$ cat src/rtl/bin_to_bcd_seq_if.sv
// Handshake and result bundle for the sequential binary-to-BCD converter.
interface bin_to_bcd_seq_if #(
  parameter int unsigned BIN_W  = 13,
  parameter int unsigned DIGITS = 4
) ();

  logic                  start;
  logic [BIN_W-1:0]      bin;
  logic                  busy;
  logic                  done;
  logic                  ovf;
  logic [4*DIGITS-1:0]   bcd;

  modport master (
    output start,
    output bin,
    input  busy,
    input  done,
    input  ovf,
    input  bcd
  );

  modport slave (
    input  start,
    input  bin,
    output busy,
    output done,
    output ovf,
    output bcd
  );

endinterface

$ cat src/rtl/bin_to_bcd_seq.sv
// Sequential shift-and-add-3 binary-to-BCD converter with optional
// leading-zero blanking (blank digits emitted as 4'hF for a seven-seg decoder).
module bin_to_bcd_seq #(
  parameter int unsigned BIN_W    = 13,
  parameter int unsigned DIGITS   = 4,
  parameter bit          BLANK_LZ = 1'b1
) (
  input logic              clk,
  input logic              reset_n,
  bin_to_bcd_seq_if.slave  bus
);

  localparam int unsigned CntW = $clog2(BIN_W + 1);
  localparam int unsigned BcdW = 4 * DIGITS;
  localparam logic [CntW-1:0] LastCnt = CntW'(BIN_W - 1);

  typedef enum logic [0:0] {StIdle, StShift} state_e;

  state_e            state_q;
  logic [CntW-1:0]   cnt_q;
  logic [BIN_W-1:0]  shift_q;
  logic [BcdW-1:0]   scr_q;
  logic              ovf_scr_q;
  logic              busy_q;
  logic              done_q;
  logic              ovf_q;
  logic [BcdW-1:0]   bcd_q;

  logic [BcdW-1:0]   adj;
  logic [BcdW-1:0]   scr_d;
  logic [BIN_W-1:0]  shift_d;
  logic              carry;
  logic              ovf_scr_d;
  logic [BcdW-1:0]   bcd_fin;
  logic              seen;

  // One iteration: add 3 to every digit >= 5, then shift {scratch, shift} left.
  always_comb begin
    adj = scr_q;
    for (int i = 0; i < int'(DIGITS); i++) begin
      if (scr_q[4*i +: 4] >= 4'd5) begin
        adj[4*i +: 4] = scr_q[4*i +: 4] + 4'd3;
      end
    end
    {carry, scr_d, shift_d} = {adj, shift_q, 1'b0};
    // A bit leaving the top digit means the value no longer fits.
    ovf_scr_d = ovf_scr_q | carry;
  end

  // Blank digits above the most significant nonzero one; digit 0 always shown.
  always_comb begin
    bcd_fin = scr_d;
    seen    = ovf_scr_d | ~BLANK_LZ;
    for (int i = int'(DIGITS) - 1; i >= 1; i--) begin
      if (scr_d[4*i +: 4] != 4'd0) begin
        seen = 1'b1;
      end
      if (!seen) begin
        bcd_fin[4*i +: 4] = 4'hF;
      end
    end
  end

  // Control FSM with registered handshake and result outputs.
  always_ff @(posedge clk or negedge reset_n) begin
    if (!reset_n) begin
      state_q   <= StIdle;
      cnt_q     <= '0;
      shift_q   <= '0;
      scr_q     <= '0;
      ovf_scr_q <= 1'b0;
      busy_q    <= 1'b0;
      done_q    <= 1'b0;
      ovf_q     <= 1'b0;
      bcd_q     <= '0;
    end else begin
      done_q <= 1'b0;
      case (state_q)
        StIdle: begin
          if (bus.start) begin
            shift_q   <= bus.bin;
            scr_q     <= '0;
            ovf_scr_q <= 1'b0;
            cnt_q     <= '0;
            busy_q    <= 1'b1;
            state_q   <= StShift;
          end
        end
        StShift: begin
          shift_q   <= shift_d;
          scr_q     <= scr_d;
          ovf_scr_q <= ovf_scr_d;
          cnt_q     <= cnt_q + 1'b1;
          if (cnt_q == LastCnt) begin
            bcd_q   <= bcd_fin;
            ovf_q   <= ovf_scr_d;
            done_q  <= 1'b1;
            busy_q  <= 1'b0;
            state_q <= StIdle;
          end
        end
        default: state_q <= StIdle;
      endcase
    end
  end

  assign bus.busy = busy_q;
  assign bus.done = done_q;
  assign bus.ovf  = ovf_q;
  assign bus.bcd  = bcd_q;

endmodule

$ cat src/flat_wrapper.sv
// flat-port wrapper written by rule: the top's interface ports become plain ports
module bin_to_bcd_seq_flat 
#(
  parameter int unsigned BIN_W    = 13,
  parameter int unsigned DIGITS   = 4,
  parameter bit          BLANK_LZ = 1'b1
)
  (clk, reset_n, bus_start, bus_bin, bus_busy, bus_done, bus_ovf, bus_bcd);
  bin_to_bcd_seq_if #(.BIN_W(BIN_W), .DIGITS(DIGITS)) bus_i ();
  input logic clk;
  input logic reset_n;
  input wire logic [$bits(bus_i.start)-1:0] bus_start;
  input wire logic [$bits(bus_i.bin)-1:0] bus_bin;
  output wire logic [$bits(bus_i.busy)-1:0] bus_busy;
  output wire logic [$bits(bus_i.done)-1:0] bus_done;
  output wire logic [$bits(bus_i.ovf)-1:0] bus_ovf;
  output wire logic [$bits(bus_i.bcd)-1:0] bus_bcd;
  assign bus_i.start = bus_start;
  assign bus_i.bin = bus_bin;
  assign bus_busy = bus_i.busy;
  assign bus_done = bus_i.done;
  assign bus_ovf = bus_i.ovf;
  assign bus_bcd = bus_i.bcd;
  bin_to_bcd_seq #(.BIN_W(BIN_W), .DIGITS(DIGITS), .BLANK_LZ(BLANK_LZ)) u_core (.clk(clk), .reset_n(reset_n), .bus(bus_i));
endmodule
$ cat config.mk
export PLATFORM = sky130hd
export DESIGN_NAME = bin_to_bcd_seq_flat
export DESIGN_NICKNAME = d
export VERILOG_FILES = /design/src/rtl/bin_to_bcd_seq_if.sv /design/src/rtl/bin_to_bcd_seq.sv /design/src/flat_wrapper.sv
export SDC_FILE = /design/constraint.sdc
export NUM_CORES = 1
export LEC_CHECK = 0
export BUFFER_PORTS_ARGS = -buffer_cell sky130_fd_sc_hd__buf_2
export CORE_ASPECT_RATIO = 1.5
export CORE_MARGIN = 2
export CORE_UTILIZATION = 57
export DETAILED_ROUTE_END_ITERATION = 12
export GPL_TIMING_DRIVEN = 0
export PLACE_DENSITY = 0.82
export SLEW_MARGIN = 20
export SYNTH_ARGS = -nofsm -noshare
export SYNTH_HDL_FRONTEND = slang
export SYNTH_SLANG_ARGS = --single-unit
$ cat constraint.sdc
create_clock -name clk -period 2.97 [get_ports clk]
set_input_delay 0.594 -clock clk [delete_from_list [all_inputs] [get_ports clk]]
set_output_delay 0.594 -clock clk [all_outputs]
set_load 0.05 [all_outputs]
### After elaboration in Yosys (flattened, before gate mapping)

Cells that the tools add are included.

* bits in registers: 54
* bits of input ports: 16
* output and inout port bits: 19
* word-level logic and storage cells: 54

* $add $sub $neg: 5
* $lt $le $gt $ge: 4
* equality and inequality tests: 3
* mux-type cells: 26
* bitwise operators: 2
* reductions and logical operators: 5

Operators by type and width (number)
* $mux W4: 8
* $pmux W16 S2: 1
* $pmux W13 S2: 1
* $add A4 B2 Y4 const B: 4
* $ge A4 B3 Y1 const B: 4
* $mux W16: 1
* $mux W13: 1
* $reduce_bool A4 Y1: 3
* $mux W1: 10
* $pmux W4 S2: 1
* $pmux W1 S2: 3
* $add A4 B1 Y4 const B: 1
* $eq A4 B4 Y1 const B: 1
* $ne A2 B2 Y1 const B: 2
* $reduce_and A2 Y1: 2
* $not A1 Y1: 1
* $or A1 B1 Y1: 1

### Longest topological paths before layout

Gate-level depths: netlist of run 1.

* depth after elaboration: 7
* gate-level depth with buffers: 8

### Worst setup path before layout of run 1

No wires, ideal clock.

* path kind: reg2reg
* from: reg u_core.scr_q[4]
* to: reg u_core.bcd_q[4] (netlist: u_core.bus.bcd[4])
* data arrival time: 2064 ps
* required time: 2883 ps
* path slack: 819 ps
* stages on the path, launching flop included: 8
* path buffers: 0
* period minus slack after synthesis: 2151 ps
* cell sequence: dfrtp_1 ha_1 nand2b_1 a21oi_2 xnor2_1 or4b_1 or4_4 o211ai_1

* word-level cells in the longest chain between the ends: 6
* elaborated cells on any way between the ends: 8

RTL lines
* from (decl): RTL line bin_to_bcd_seq.sv:22 `logic [BcdW-1:0] scr_q;`
* from (signal assigned): RTL line bin_to_bcd_seq.sv:91 `scr_q <= scr_d;`
* $add A4 B2 Y4 or $ge A4 B3 Y1 (tied branches): RTL line bin_to_bcd_seq.sv:42, bin_to_bcd_seq.sv:41
* $mux W4 *: RTL line bin_to_bcd_seq.sv:41 `if (scr_q[4*i +: 4] >= 4'd5) begin`
* $reduce_bool A4 Y1: RTL line bin_to_bcd_seq.sv:55 `if (scr_d[4*i +: 4] != 4'd0) begin`
* $mux W1: RTL line bin_to_bcd_seq.sv:55
* $mux W1 *: RTL line bin_to_bcd_seq.sv:55
* $mux W4 *: RTL line bin_to_bcd_seq.sv:58 `if (!seen) begin`
* to (signal assigned): RTL line bin_to_bcd_seq.sv:95 `bcd_q <= bcd_fin;`
* to (decl): RTL line bin_to_bcd_seq.sv:27 `logic [BcdW-1:0] bcd_q;`

Mark *: on every way between the ends. The rest lies on a longest branch, timed or not.
A chain may end at the register's enable or synchronous reset.

### Worst setup path in the final report of run 1

* from: reg u_core.scr_q[12]
* to: reg u_core.bcd_q[4] (netlist: u_core.bus.bcd[4])

* word-level cells in the longest chain between the ends: 7
* elaborated cells on any way between the ends: 9

RTL lines (RTL line)
* $add A4 B2 Y4 or $ge A4 B3 Y1 (tied branches): bin_to_bcd_seq.sv:42, bin_to_bcd_seq.sv:41
* $mux W4 *: bin_to_bcd_seq.sv:41
* $reduce_bool A4 Y1 or $or A1 B1 Y1 (tied branches): bin_to_bcd_seq.sv:55, bin_to_bcd_seq.sv:47
* $mux W1 * (3 in series): bin_to_bcd_seq.sv:55
* $mux W4 *: bin_to_bcd_seq.sv:58

Marks and branches as above.

==> results of run 1 <==
routing by layer:
layer  wire, um  share of wire, %  track usage, %  vias up
met3        186               3.5            3.57       15
met5          0                 0               0        -
met1       2120                40            25.2      978
li1           -                 -               -     1017
met4        202               3.8            12.6        0
met2       2790                53            39.3       48
metrics by stage:
step | utilization, % | setup slack, ps | std cells
detailed placement | 63.8 | 488 | 355
floorplan | - | 819 | 274
global placement | 63.7 | 528 | 355
global route | 65.8 | 316 | 363
finish | 65.8 | 487 | 363
CTS | 65.8 | 457 | 363
area by class of cell:
type / instances / area, um^2
Clock buffer: 7 / 86.3
Fill cell: 388 / 1530
Tap cell: 48 / 60.1
Clock inverter: 1 / 5.00
Timing Repair Buffer: 33 / 168
Sequential cell: 54 / 1350
Inverter: 12 / 45.0
Multi-Input combinational cell: 193 / 1170
Buffer: 15 / 57.6
state kept, by name (all words and copies together), names as in the netlist:
signal,flops
u_core.bus.bcd,16
u_core.bus.busy,1
u_core.bus.done,1
u_core.bus.ovf,1
u_core.cnt_q,4
u_core.ovf_scr_q,1
u_core.scr_q,16
u_core.shift_q,13
u_core.state_q,1
power breakdown:
group          switching, uW  internal (uW)  total [uW]
Clock                    235            189         423
Combinational           1220            618        1830
Sequential               221           1060        1280
path summary, 6_finish.rpt:
| kind | startpoint | to | slack [ps] | depth (start not counted) |
|---|---|---|---|---|
| hold / removal | reset_n | u_core.bus.bcd[15]$_DFFE_PN0P_ | 300 | 1 |
| setup reg to reg | u_core.scr_q[12]$_DFFE_PN0P_ | u_core.bus.bcd[4]$_DFFE_PN0P_ | 490 | 8 |
| setup / recovery | u_core.scr_q[12]$_DFFE_PN0P_ | u_core.bus.bcd[4]$_DFFE_PN0P_ | 490 | 8 |
| hold reg to reg | u_core.bus.bcd[0]$_DFFE_PN0P_ | u_core.bus.bcd[0]$_DFFE_PN0P_ | 480 | 2 |
| max in group asynchronous | reset_n | u_core.bus.bcd[2]$_DFFE_PN0P_ | 2220 | 1 |
| min in group clk | u_core.bus.bcd[0]$_DFFE_PN0P_ | u_core.bus.bcd[0]$_DFFE_PN0P_ | 480 | 2 |
cell families after synthesis:
group | count (synthesis) | share of synthesized area, %
compound gates | 62 | 13.6
xor+xnor | 6 | 2.00
fa+ha+maj | 10 | 4.77
buf+inv | 27 | 3.91
flops | 54 | 51.6
mux | 18 | 7.02
simple gates | 97 | 17.2
placed cells by master, fill, tap and decap left out, drive strengths merged, types with 2 or more instances in the layout:
master   n
a21oi   13
a31oi    7
buf     37
clkbuf  18
dfrtp   54
ha      10
inv     12
mux2     3
mux2i   15
nand2   55
nand2b   4
nand3    5
nand3b   2
nor2    15
nor3b    5
o21ai   25
o22ai   11
o31ai    5
or3      2
xnor2    5
==> reports/metrics.cfg, run 1 <==
[clocking]
tritoncts.num_buffers=5
cts-resized-gates=0
post-cts-setup-buffer-count=0
cts-hold-fix-buffers=0
clock_tree.htree_level_count=2
clk_root_buffer_cell=clkbuf_8
clk_transition_reported_paths_ps=90
tritoncts=yes
clkSinkCount=54
clock_insertion_delay_worst_skew_ps=310
cts.path.max_buffers=2

[grt]
first_global_vias=1949
grt_util_all_layers_pct=22.5
grt_pass1_wl_mm=8.71
antenna_found_initial=0
globalRoute.totalOverflow=0
grt_max_degree=55

[synth]
avgSynthCellArea_um2=9.57
share_of_async_settable_or_async_resettable_flops_after_synthesis_pct=100
synth_largest_area_cell=dfrtp_1
yosys.cell_count.top_type=nand2_1
netlist_top_cells_area=dfrtp_1 (52%), nand2_1 (7.9%), mux2i_1 (5.7%)
yosys_warnings=0
fraction_of_the_yosys_area_taken_by_sequential_cells_pct=51.6
yosysUniqueCellTypes=33
postSynthNetCount=300
synth-main-ff-cell=dfrtp_1
synth_largest_type_area_fraction_pct=51.6
synth_common_cells=nand2_1 (55), dfrtp_1 (54), o21ai_0 (25)
synthCells=274
postSynthRegisterBits=54
cell_area_after_synthesis_um2=2620
synth_enable_flop_cells=0

[detailed_routing]
drt_pass1_iterations=4
wl_mm=5.30
detail_route.drc_violations=0
drt-wirelength-per-cell_um=14.6
avgViaCountPerCell=5.67
route.antenna.remaining_nets=0
drt_first_iter_violations=65
num_vias=2058

[final_layout]
layout.cell_area.non_filler_um2=2940
post_route_cells_drive_above_1_share_pct=15.2
antenna-diode-count=0
area_delta_synth_final_pct=12.2
net_count_reported_at_finish=340

[critical_path]
worst_path_dominant_cell_family=simple AND/OR/NAND/NOR gates
crit_path_largest_cell_delay_ps=630
worstPathArrival_ps=2710
timing_worst_setup_path_type=flop to flop
worst_path_max_delay_cell=or4_4
critical_path_required_ps=3200
type_of_element_capturing_the_critical_path=flop
path_cells=inv_1 -> ha_1 -> nand2b_1 -> or3b_2 -> nand3b_1 -> nand4b_1 -> or4_4 -> o211ai_1
crit_fanout=7
timing.critical_path.buf_inv=1
startpoint_type=flop

[die]
fp.dieArea_um2=5170
num_io_pins=35
placementRows=30
design.core.area_um2=4470
die-width_um=59.4
die_height_um=87.1
initial_utilization_pct=58.7

[place]
gpl.final_weighted_congestion=0.858
detailed_place.area_um2=2850
dp_hpwl_mm=3.87
io_buffers=33

[timing]
period_needed_ps=2480
final_slew_viol_count=0
timing.max_slew.rel_slack_pct=54.9
worstMarginPinSlew_ps=677
min_period_over_period_pct=83.6
final.setup_skew_ps=5.11
finalSetupTns_ps=0
setup_violations=0
fin_hold_ws_ps=305
rsz0062_at_grt=false
final_hold_viol_count=0
fmax_mhz=403

[power]
ir_worst_vdd_mv=0.568
power.total_uw=3530
power.static_leakage_uw=0.00140
power_per_cell_area_nw_per_um2=1200

[run_status]
status=complete, no violations

[hold_path]
hp-class=input pin to async pin

[flow_run]
drv_cap=0

No activity file was read; power rests on OpenSTA's default activity.
==> run 2, diff against run 1 <==
Clock period 2.97 ns to 2.6 ns, I/O delays scaled along.
==> reports/metrics.cfg, run 2 (synthesis results as in run 1) <==
[critical_path]
crit_fanout=7  ; unchanged
timing.reg2reg.setup_slack_ps=140  ; -340 ps
type_of_element_capturing_the_critical_path=flop
startpoint_type=flop
critical_path_required_ps=2830  ; -370 ps
r2r_start=u_core.scr_q[12]$_DFFE_PN0P_
worstPathArrival_ps=2690  ; -20 ps
worstRegToRegCells=8  ; unchanged
r2r-end=u_core.bus.bcd[4]$_DFFE_PN0P_
crit_start=u_core.scr_q[12]$_DFFE_PN0P_
cp-endpoint=u_core.bus.bcd[4]$_DFFE_PN0P_
timing_worst_setup_path_type=flop to flop

[grt]
grt_max_degree=55  ; unchanged
globalRoute.totalOverflow=0  ; unchanged
first_global_vias=1949  ; unchanged
grt_util_all_layers_pct=22.5  ; unchanged
antenna_found_initial=0  ; unchanged
grt_pass1_wl_mm=8.71  ; unchanged

[power]
fraction_of_power_spent_switching_nets_pct=47.4  ; +0.076 points
sequential_fraction_of_design_power_pct=36.1  ; about the same
ir_worst_vdd_mv=0.647  ; +14%
power.switching_uw=1920  ; +15%
power.static_leakage_uw=0.00140  ; +0.30%
intPower_uw=2130  ; +14%
share_clk_of_total_power_pct=12.0  ; about the same
power_per_cell_area_nw_per_um2=1370  ; +14%
share_comb_of_total_power_pct=51.9  ; about the same

[detailed_routing]
drt-wirelength-per-cell_um=14.7  ; +0.44%
detail_route.drc_violations=0  ; unchanged
avgViaCountPerCell=5.70  ; +0.60%
drt_first_iter_violations=61  ; -6.2%
wl_mm=5.34  ; +0.72%
drt_pass1_iterations=4  ; unchanged
route.antenna.remaining_nets=0  ; unchanged
num_vias=2076  ; +0.87%

[place]
gpl.final_weighted_congestion=0.858  ; unchanged
io_buffers=33  ; unchanged
dp_hpwl_mm=3.87  ; unchanged

[clocking]
clk_transition_reported_paths_ps=90  ; about the same
tritoncts=yes
clock_insertion_delay_worst_skew_ps=310  ; about the same
clk_root_buffer_cell=clkbuf_8
tritoncts.num_buffers=5  ; unchanged
clock_tree.htree_level_count=2  ; unchanged
clkSinkCount=54  ; unchanged
cts.path.max_buffers=2  ; unchanged

[flow_run]
drv_cap=0  ; unchanged

[die]
fp.dieArea_um2=5170  ; unchanged
placementRows=30  ; unchanged
initial_utilization_pct=58.7  ; unchanged
num_io_pins=35  ; unchanged
die_height_um=87.1  ; unchanged
die-width_um=59.4  ; unchanged
design.core.area_um2=4470  ; unchanged

[timing]
setup_violations=0  ; unchanged
final.setup_skew_ps=6.38  ; +1.27 ps
final_hold_viol_count=0  ; unchanged
min_period_over_period_pct=94.5  ; +11 points
period_needed_ps=2460  ; -27.3 ps
fmax_mhz=407  ; +1.1%
final_slew_viol_count=0  ; unchanged
finalSetupTns_ps=0  ; unchanged
timing.max_slew.rel_slack_pct=54.6  ; -0.28 points
worstMarginPinSlew_ps=681  ; +4.22 ps
fin_hold_ws_ps=229  ; -75.3 ps

[run_status]
status=complete, no violations

[hold_path]
hp-class=input pin to async pin

[final_layout]
post_route_cells_drive_above_1_share_pct=15.5  ; +0.27 points
layout.cells.most_common=nand2_1
final_cell_mix=nand2_1 (55), dfrtp_1 (54), buf_2 (33), o21ai_0 (25)
n_fill_cell=388  ; unchanged
antenna-diode-count=0  ; unchanged
net_count_reported_at_finish=341  ; +0.29%
area_delta_synth_final_pct=12.5

run 2: cell types whose count changed in the layout (fill, tap and decap cells not counted), sizes merged:
cell  previous run  this run
buf             37        38
run 2: how the worst min path moves through the flow:
stage                                     end  slack, ps  cells past startpoint
2_1_floorplan   u_core.bus.bcd[0]$_DFFE_PN0P_        220                      0
3_3_place_gp    u_core.bus.bcd[1]$_DFFE_PN0P_        460                      2
3_5_place_dp    u_core.bus.bcd[0]$_DFFE_PN0P_        460                      2
4_1_cts        u_core.bus.bcd[15]$_DFFE_PN0P_        260                      1
5_1_grt          u_core.scr_q[15]$_DFFE_PN0P_        290                      1
6_report       u_core.bus.bcd[15]$_DFFE_PN0P_        230                      1
run 2: routing by layer:
layer	wire, um	up-vias	track usage (%)
met3	221	15	3.57
li1	-	1019	-
met1	2100	986	25.2
met4	209	0	12.6
met2	2810	56	39.3
met5	0	-	0
run 2: critical path: stages, from the launching register on:
cell	delay, ps
dfrtp_1	460
inv_1	120
ha_1	270
nand2b_1	120
or3b_2	220
nand3b_1	130
nand4b_1	300
or4_4	620
o211ai_1	120
run 2: power groups by stage:
stage | clock network (uW) | registers [uW] | logic [uW]
floorplan | 0 | 1900 | 1170
global placement | 0 | 1460 | 2030
detailed placement | 0 | 1480 | 2100
CTS | 492 | 1460 | 2110
global route | 521 | 1510 | 2320
finish | 485 | 1460 | 2100
run 2: repair_timing:
item,CTS,global route
buffers inserted,0,1
endpoints found under the setup margin,0,4
gates resized for setup,0,0
hold buffers,0,0
run 2: per-stage QoR:
step	cell area [um^2]	util (%)	std cells	setup slack, ps	total power [uW]
after global placement	2850	63.7	355	158	3490
after detailed placement	2850	63.8	355	118	3570
after global routing	2950	66.0	364	-11.4	4350
after CTS	2940	65.8	363	86.8	4060
after floorplan	2620	-	274	449	3080
final	2950	66.0	364	144	4050
run 2: final cells by class:
cell class	instances	area [um^2]	share of cell area, %
flip-flops and latches	54	1350	45.8
multi-input cells	193	1170	39.6
repair buffers	34	175	5.94
clock buffers	7	86.3	2.93
well taps	48	60.1	2.04
plain buffers	15	57.6	1.95
inverters	12	45.0	1.53
clock inverters	1	5.00	0.170
